==> config.mk <==
export PLATFORM = sky130hd
export DESIGN_NAME = ifu_fetch
export DESIGN_NICKNAME = d
export VERILOG_FILES = /design/src/rtl/ifu_fetch.sv
export SDC_FILE = /design/constraint.sdc
export NUM_CORES = 1
export LEC_CHECK = 0
export ABC_CLOCK_PERIOD_IN_PS = 1970
export BUFFER_PORTS_ARGS = -buffer_cell sky130_fd_sc_hd__buf_2
export CORE_MARGIN = 3
export CORE_UTILIZATION = 30
export DETAILED_ROUTE_END_ITERATION = 8
export SYNTH_ARGS = -nofsm -noshare
export SYNTH_HDL_FRONTEND = slang
export SYNTH_SLANG_ARGS = --single-unit
==> constraint.sdc <==
create_clock -name clk -period 1.97 [get_ports clk]
set_clock_uncertainty 0.05 [all_clocks]
set_input_delay 0.394 -clock clk [delete_from_list [all_inputs] [get_ports clk]]
set_output_delay 0.394 -clock clk [all_outputs]
set_load 0.03 [all_outputs]
==> src/rtl/ifu_fetch.sv <==
// Instruction fetch unit: issues one word read at a time on the vrb bus and holds
// one fetched instruction for the execute stage, redirecting on taken jumps.
module ifu_fetch #(
    parameter int              AW       = 32,
    parameter int              DW       = 32,
    parameter logic [AW-1:0]   RESET_PC = {AW{1'b0}}
) (
    input  logic              clk,
    input  logic              rst_n,

    output logic              o_vrb_cmd_valid,
    input  logic              i_vrb_cmd_ready,
    output logic [AW-1:0]     o_vrb_cmd_addr,
    output logic              o_vrb_cmd_read,
    output logic [DW-1:0]     o_vrb_cmd_wdata,
    output logic [DW/8-1:0]   o_vrb_cmd_wmask,
    input  logic              i_vrb_rsp_valid,
    output logic              o_vrb_rsp_ready,
    input  logic              i_vrb_rsp_err,
    input  logic [DW-1:0]     i_vrb_rsp_rdata,

    output logic              o_instr_valid,
    input  logic              i_instr_ready,
    output logic [DW-1:0]     o_instr,
    output logic [AW-1:0]     o_pc_cur,
    output logic              o_instr_fault,
    input  logic              i_jump_valid,
    input  logic [AW-1:0]     i_jump_pc
);

    localparam logic [DW-1:0] NOP_INSTR  = DW'(32'h0000_0013);
    localparam logic [AW-1:0] ALIGN_MASK = ~AW'(3);
    localparam logic [AW-1:0] PC_STEP    = AW'(4);

    logic              started_q,     started_d;
    logic              outstanding_q, outstanding_d;
    logic              drop_q,        drop_d;
    logic [AW-1:0]     fetch_pc_q,    fetch_pc_d;
    logic [AW-1:0]     req_pc_q,      req_pc_d;
    logic              jump_pend_q,   jump_pend_d;
    logic [AW-1:0]     jump_pc_q,     jump_pc_d;
    logic              instr_valid_q, instr_valid_d;
    logic [DW-1:0]     instr_q,       instr_d;
    logic [AW-1:0]     pc_cur_q,      pc_cur_d;
    logic              fault_q,       fault_d;

    logic              cmd_valid;
    logic              cmd_hs;
    logic              accept;
    logic              redirect;
    logic              rsp_ready;
    logic              rsp_hs;
    logic              load;
    logic [AW-1:0]     jump_tgt;

    always_comb begin
        cmd_valid = started_q & ~outstanding_q;
        cmd_hs    = cmd_valid & i_vrb_cmd_ready;
        accept    = instr_valid_q & i_instr_ready;
        redirect  = accept & i_jump_valid;
        rsp_ready = drop_q | ~instr_valid_q | accept;
        rsp_hs    = i_vrb_rsp_valid & rsp_ready & outstanding_q;
        load      = rsp_hs & ~drop_q & ~redirect;
        jump_tgt  = i_jump_pc & ALIGN_MASK;
    end

    always_comb begin
        started_d     = 1'b1;
        outstanding_d = outstanding_q;
        drop_d        = drop_q;
        fetch_pc_d    = fetch_pc_q;
        req_pc_d      = req_pc_q;
        jump_pend_d   = jump_pend_q;
        jump_pc_d     = jump_pc_q;
        instr_valid_d = instr_valid_q;
        instr_d       = instr_q;
        pc_cur_d      = pc_cur_q;
        fault_d       = fault_q;

        if (cmd_hs) begin
            outstanding_d = 1'b1;
            req_pc_d      = fetch_pc_q;
        end else if (rsp_hs) begin
            outstanding_d = 1'b0;
        end

        if (rsp_hs) begin
            drop_d = 1'b0;
        end

        // A request held by a stalled bus keeps its address; the jump target is
        // parked and takes over once that stale request is accepted.
        if (cmd_hs && jump_pend_q) begin
            fetch_pc_d  = jump_pc_q;
            jump_pend_d = 1'b0;
            drop_d      = 1'b1;
        end else if (cmd_hs) begin
            fetch_pc_d = fetch_pc_q + PC_STEP;
        end

        if (redirect) begin
            if (cmd_valid && !i_vrb_cmd_ready) begin
                jump_pend_d = 1'b1;
                jump_pc_d   = jump_tgt;
            end else begin
                fetch_pc_d = jump_tgt;
            end
            if ((outstanding_q && !rsp_hs) || cmd_hs) begin
                drop_d = 1'b1;
            end
        end

        if (load) begin
            instr_valid_d = 1'b1;
            instr_d       = i_vrb_rsp_err ? NOP_INSTR : i_vrb_rsp_rdata;
            pc_cur_d      = req_pc_q;
            fault_d       = i_vrb_rsp_err;
        end else if (accept) begin
            instr_valid_d = 1'b0;
        end
    end

    always_ff @(posedge clk or negedge rst_n) begin
        if (!rst_n) begin
            started_q     <= 1'b0;
            outstanding_q <= 1'b0;
            drop_q        <= 1'b0;
            fetch_pc_q    <= RESET_PC;
            req_pc_q      <= RESET_PC;
            jump_pend_q   <= 1'b0;
            jump_pc_q     <= {AW{1'b0}};
            instr_valid_q <= 1'b0;
            instr_q       <= {DW{1'b0}};
            pc_cur_q      <= {AW{1'b0}};
            fault_q       <= 1'b0;
        end else begin
            started_q     <= started_d;
            outstanding_q <= outstanding_d;
            drop_q        <= drop_d;
            fetch_pc_q    <= fetch_pc_d;
            req_pc_q      <= req_pc_d;
            jump_pend_q   <= jump_pend_d;
            jump_pc_q     <= jump_pc_d;
            instr_valid_q <= instr_valid_d;
            instr_q       <= instr_d;
            pc_cur_q      <= pc_cur_d;
            fault_q       <= fault_d;
        end
    end

    assign o_vrb_cmd_valid = cmd_valid;
    assign o_vrb_cmd_addr  = fetch_pc_q;
    assign o_vrb_cmd_read  = 1'b1;
    assign o_vrb_cmd_wdata = {DW{1'b0}};
    assign o_vrb_cmd_wmask = {(DW/8){1'b0}};
    assign o_vrb_rsp_ready = rsp_ready;
    assign o_instr_valid   = instr_valid_q;
    assign o_instr         = instr_q;
    assign o_pc_cur        = pc_cur_q;
    assign o_instr_fault   = fault_q;

endmodule

==> qor.txt <==
Net Sw Frac -> 40.0%
Max Freq -> 0.519 GHz
flops & latches, synth -> 164
cell count after synthesis -> 662
ys async rst share -> 100%
Pint -> 8.96 mW
antenna fix cells -> 0
P_sw -> 5.97 mW
total power -> 14.9 mW
Synth Warn # -> 0
Area growth syn-to-layout -> 28.1%
crit path kind -> reg2out
FF+latch area -> 4100 sq um
Tcrit/Tclk final -> 97.7%
fill count -> 2326
share of post-route cells with drive strength above 1 -> 40.3%
final WL -> 20.1 mm
pin count of the biggest net entering global routing -> 60
nature of the critical path startpoint -> register
post-synthesis compound-gate area fraction -> 6.45%
clock-pin slew on the worst setup and hold paths -> 0.07 ns
Synth Area in Adders -> 0.169%
largest family of logic cells by synthesized area -> multiplexers
peak supply drop -> 0.795 mV
top_reg_cell synth -> dfrtp_1
outcome -> completed
RSZ-0062 raised after global routing -> yes
combinational power share -> 38.9%
Chip Width -> 163 um
average cell area after synthesis -> 11.2 sq um
sequential fraction of design power -> 36.9%
Final Max Slew Viols -> 0
Synth top area share -> 55.3%
gpl congestion -> 0.792
top cells by count, synth -> dfrtp_1 (164), mux2_2 (92), nand2_1 (61)
Buffers & Inverters on Critical Path -> 1
H-tree Lvls -> 4
cell accounting for the most synthesized area -> dfrtp_1
Synth Area in Simple Gates -> 14.5%
final hold viol count -> 0
CP arrival -> 1.48 ns
fin area -> 9500 sq um
Vias -> 5534
initial antenna violation count -> 1
root buf cell -> clkbuf_16
Port Buf Inserts -> 168
first-pass GRT wire length -> 30.8 mm
top post-synthesis cells by area -> dfrtp_1 (55%), mux2_2 (14%), buf_4 (3.7%), nand2_1 (3.1%), o21ai_0 (3.0%)
global route overflow -> 0
Critical Path Sink Type -> output pin
worst-skew pair later-pin latency -> 0.43 ns
Pleak -> 4.60 nW
CP cell instances -> or3b_2 -> buf_4
mapped cell area -> 7410 sq um
count leader, synth -> dfrtp_1
initial core utilization -> 31.0%
Clock Power Share -> 24.2%
IO Pins -> 208
initial DRC count -> 311
Netlist cell types -> 41
PwrDens -> 1570 nW/um^2
clock sinks -> 164
CTS tree -> yes
routed len/inst -> 16.8 um
post-synthesis mux area share -> 14.8%
Num CTS Buffers -> 17
# nets final -> 937
DR pass1 iterations -> 5
final setup fails -> 0
Post-Synth XOR/XNOR Area -> 2.60%
hold crit path type -> in2reg
CP max FO -> 4
Rows -> 56
critical path's slowest cell -> or3b_2
Tmin final -> 1.93 ns
vias in the first global route -> 5397
post-detailed-route count of antenna-violating nets -> 0
core area -> 23900 sq um
Overall Global Routing Usage -> 15.0%
Via density -> 4.62
Max-cap violations -> 0
DRC Markers -> 0
Largest stage delay, worst path -> 0.48 ns
CP delay by family, top -> simple AND/OR/NAND/NOR gates
Die H -> 163 um
Post-synth EDFFs -> 0
Multi-input gate area -> 3020 sq um
CTS Buffer Depth -> 2
Die Area -> 26600 sq um
data required time at the worst endpoint -> 1.53 ns
dpl hpwl -> 14.5 mm
sequential area share after synthesis -> 55.3%
post-place instance area -> 8830 sq um
-- through the flow --
step / setup slack, ns / instances / TNS, ns / hold slack, ns / utilization, %
floorplan: 0.0499 / 698 / 0 / 0.0484 / -
global placement: 0.0738 / 1161 / 0 / 0.308 / 37.0
detailed placement: 0.00142 / 1161 / 0 / 0.302 / 37.0
CTS: 0.0238 / 1194 / 0 / 0.112 / 39.6
global route: -0.00509 / 1197 / -0.00999 / 0.130 / 39.8
finish: 0.0450 / 1197 / 0 / 0.139 / 39.8
-- worst paths after layout --
path | startpoint | to | slack, ns | cells past startpoint
setup / recovery | o_instr_valid | o_vrb_rsp_ready | 0.04 | 2
min in group asynchronous | rst_n | o_instr[26] | 0.41 | 2
max in group asynchronous | rst_n | o_pc_cur[28] | 0.87 | 3
hold reg to reg | req_pc_q[25] | req_pc_q[25] | 0.42 | 2
setup reg to reg | outstanding_q | o_vrb_cmd_addr[26] | 0.08 | 5
hold / removal | i_jump_pc[3] | o_vrb_cmd_addr[3] | 0.14 | 3
-- timing repair --
item | CTS | global route
resized for setup | 0 | 5
buffers inserted | 0 | 3
hold buffers | 1 | 0
endpoints found under the setup margin | 0 | 12
hold endpoints to repair | 40 | 0
-- cell families (layout without fill, tap and decap cells) --
logic type,count (synthesis),after routing
compound gates,86,86
xor+xnor,22,22
fa+ha+maj,1,1
buf+inv,79,259
flops,164,164
mux,98,98
other cells,2,38
simple gates,210,210
-- worst reg2reg max path, cell delays in order, from the launching register on --
cell     delay (ns)
dfrtp_1        0.47
and4b_1        0.38
nand2_1        0.15
nor4_1         0.41
mux2i_1        0.23
nand3_1        0.08
-- cells in the final DEF, fill, tap and decap left out, types with 5 or more instances in the layout --
| cell type | instances |
|---|---|
| nand3_1 | 20 |
| mux2_2 | 92 |
| nor2_1 | 35 |
| and3_1 | 14 |
| clkbuf_16 | 17 |
| xor2_1 | 14 |
| nand2b_1 | 30 |
| nand4_1 | 8 |
| nand2_1 | 61 |
| xnor2_1 | 8 |
| a21oi_1 | 17 |
| nor3_1 | 11 |
| inv_6 | 6 |
| inv_1 | 5 |
| o21ai_0 | 45 |
| o22ai_1 | 10 |
| conb_1 | 38 |
| buf_12 | 6 |
| buf_2 | 166 |
| dfrtp_1 | 164 |
| a211oi_1 | 8 |
| buf_4 | 48 |
-- per-layer routing --
| layer | vias to the layer above | part of all wire, % | global-route usage (%) |
|---|---|---|---|
| li1 | 2629 | - | - |
| met3 | 21 | 6.9 | 4.11 |
| met4 | 2 | 1.4 | 4.23 |
| met2 | 211 | 45 | 23.4 |
| met5 | - | 0.065 | 0 |
| met1 | 2671 | 47 | 20.4 |
-- flip-flops by register name (all words and copies together) (netlist names), named ones only --
register        flops
o_vrb_cmd_addr     32
jump_pc_q          30
drop_q              1
outstanding_q       1
o_instr            32
o_pc_cur           32
o_instr_valid       1
req_pc_q           32
started_q           1
o_instr_fault       1
-- power groups by stage --
| stage | clock network [mW] | registers [mW] | logic [mW] |
|---|---|---|---|
| floorplan | 0 | 7.32 | 1.91 |
| global placement | 0 | 5.55 | 5.74 |
| detailed placement | 0 | 5.60 | 5.81 |
| CTS | 3.72 | 5.54 | 5.83 |
| global route | 3.85 | 5.71 | 6.25 |
| finish | 3.61 | 5.51 | 5.81 |
-- cell type report --
type	instances	share of cell area, %
clock inverter	13	1.95
clock buffer	19	4.66
sequential	164	43.2
tap	319	4.20
timing repair buffer	222	14.0
multi-input combinational	455	31.8
inverter	5	0.198
Power figures use the tool's default switching activity.
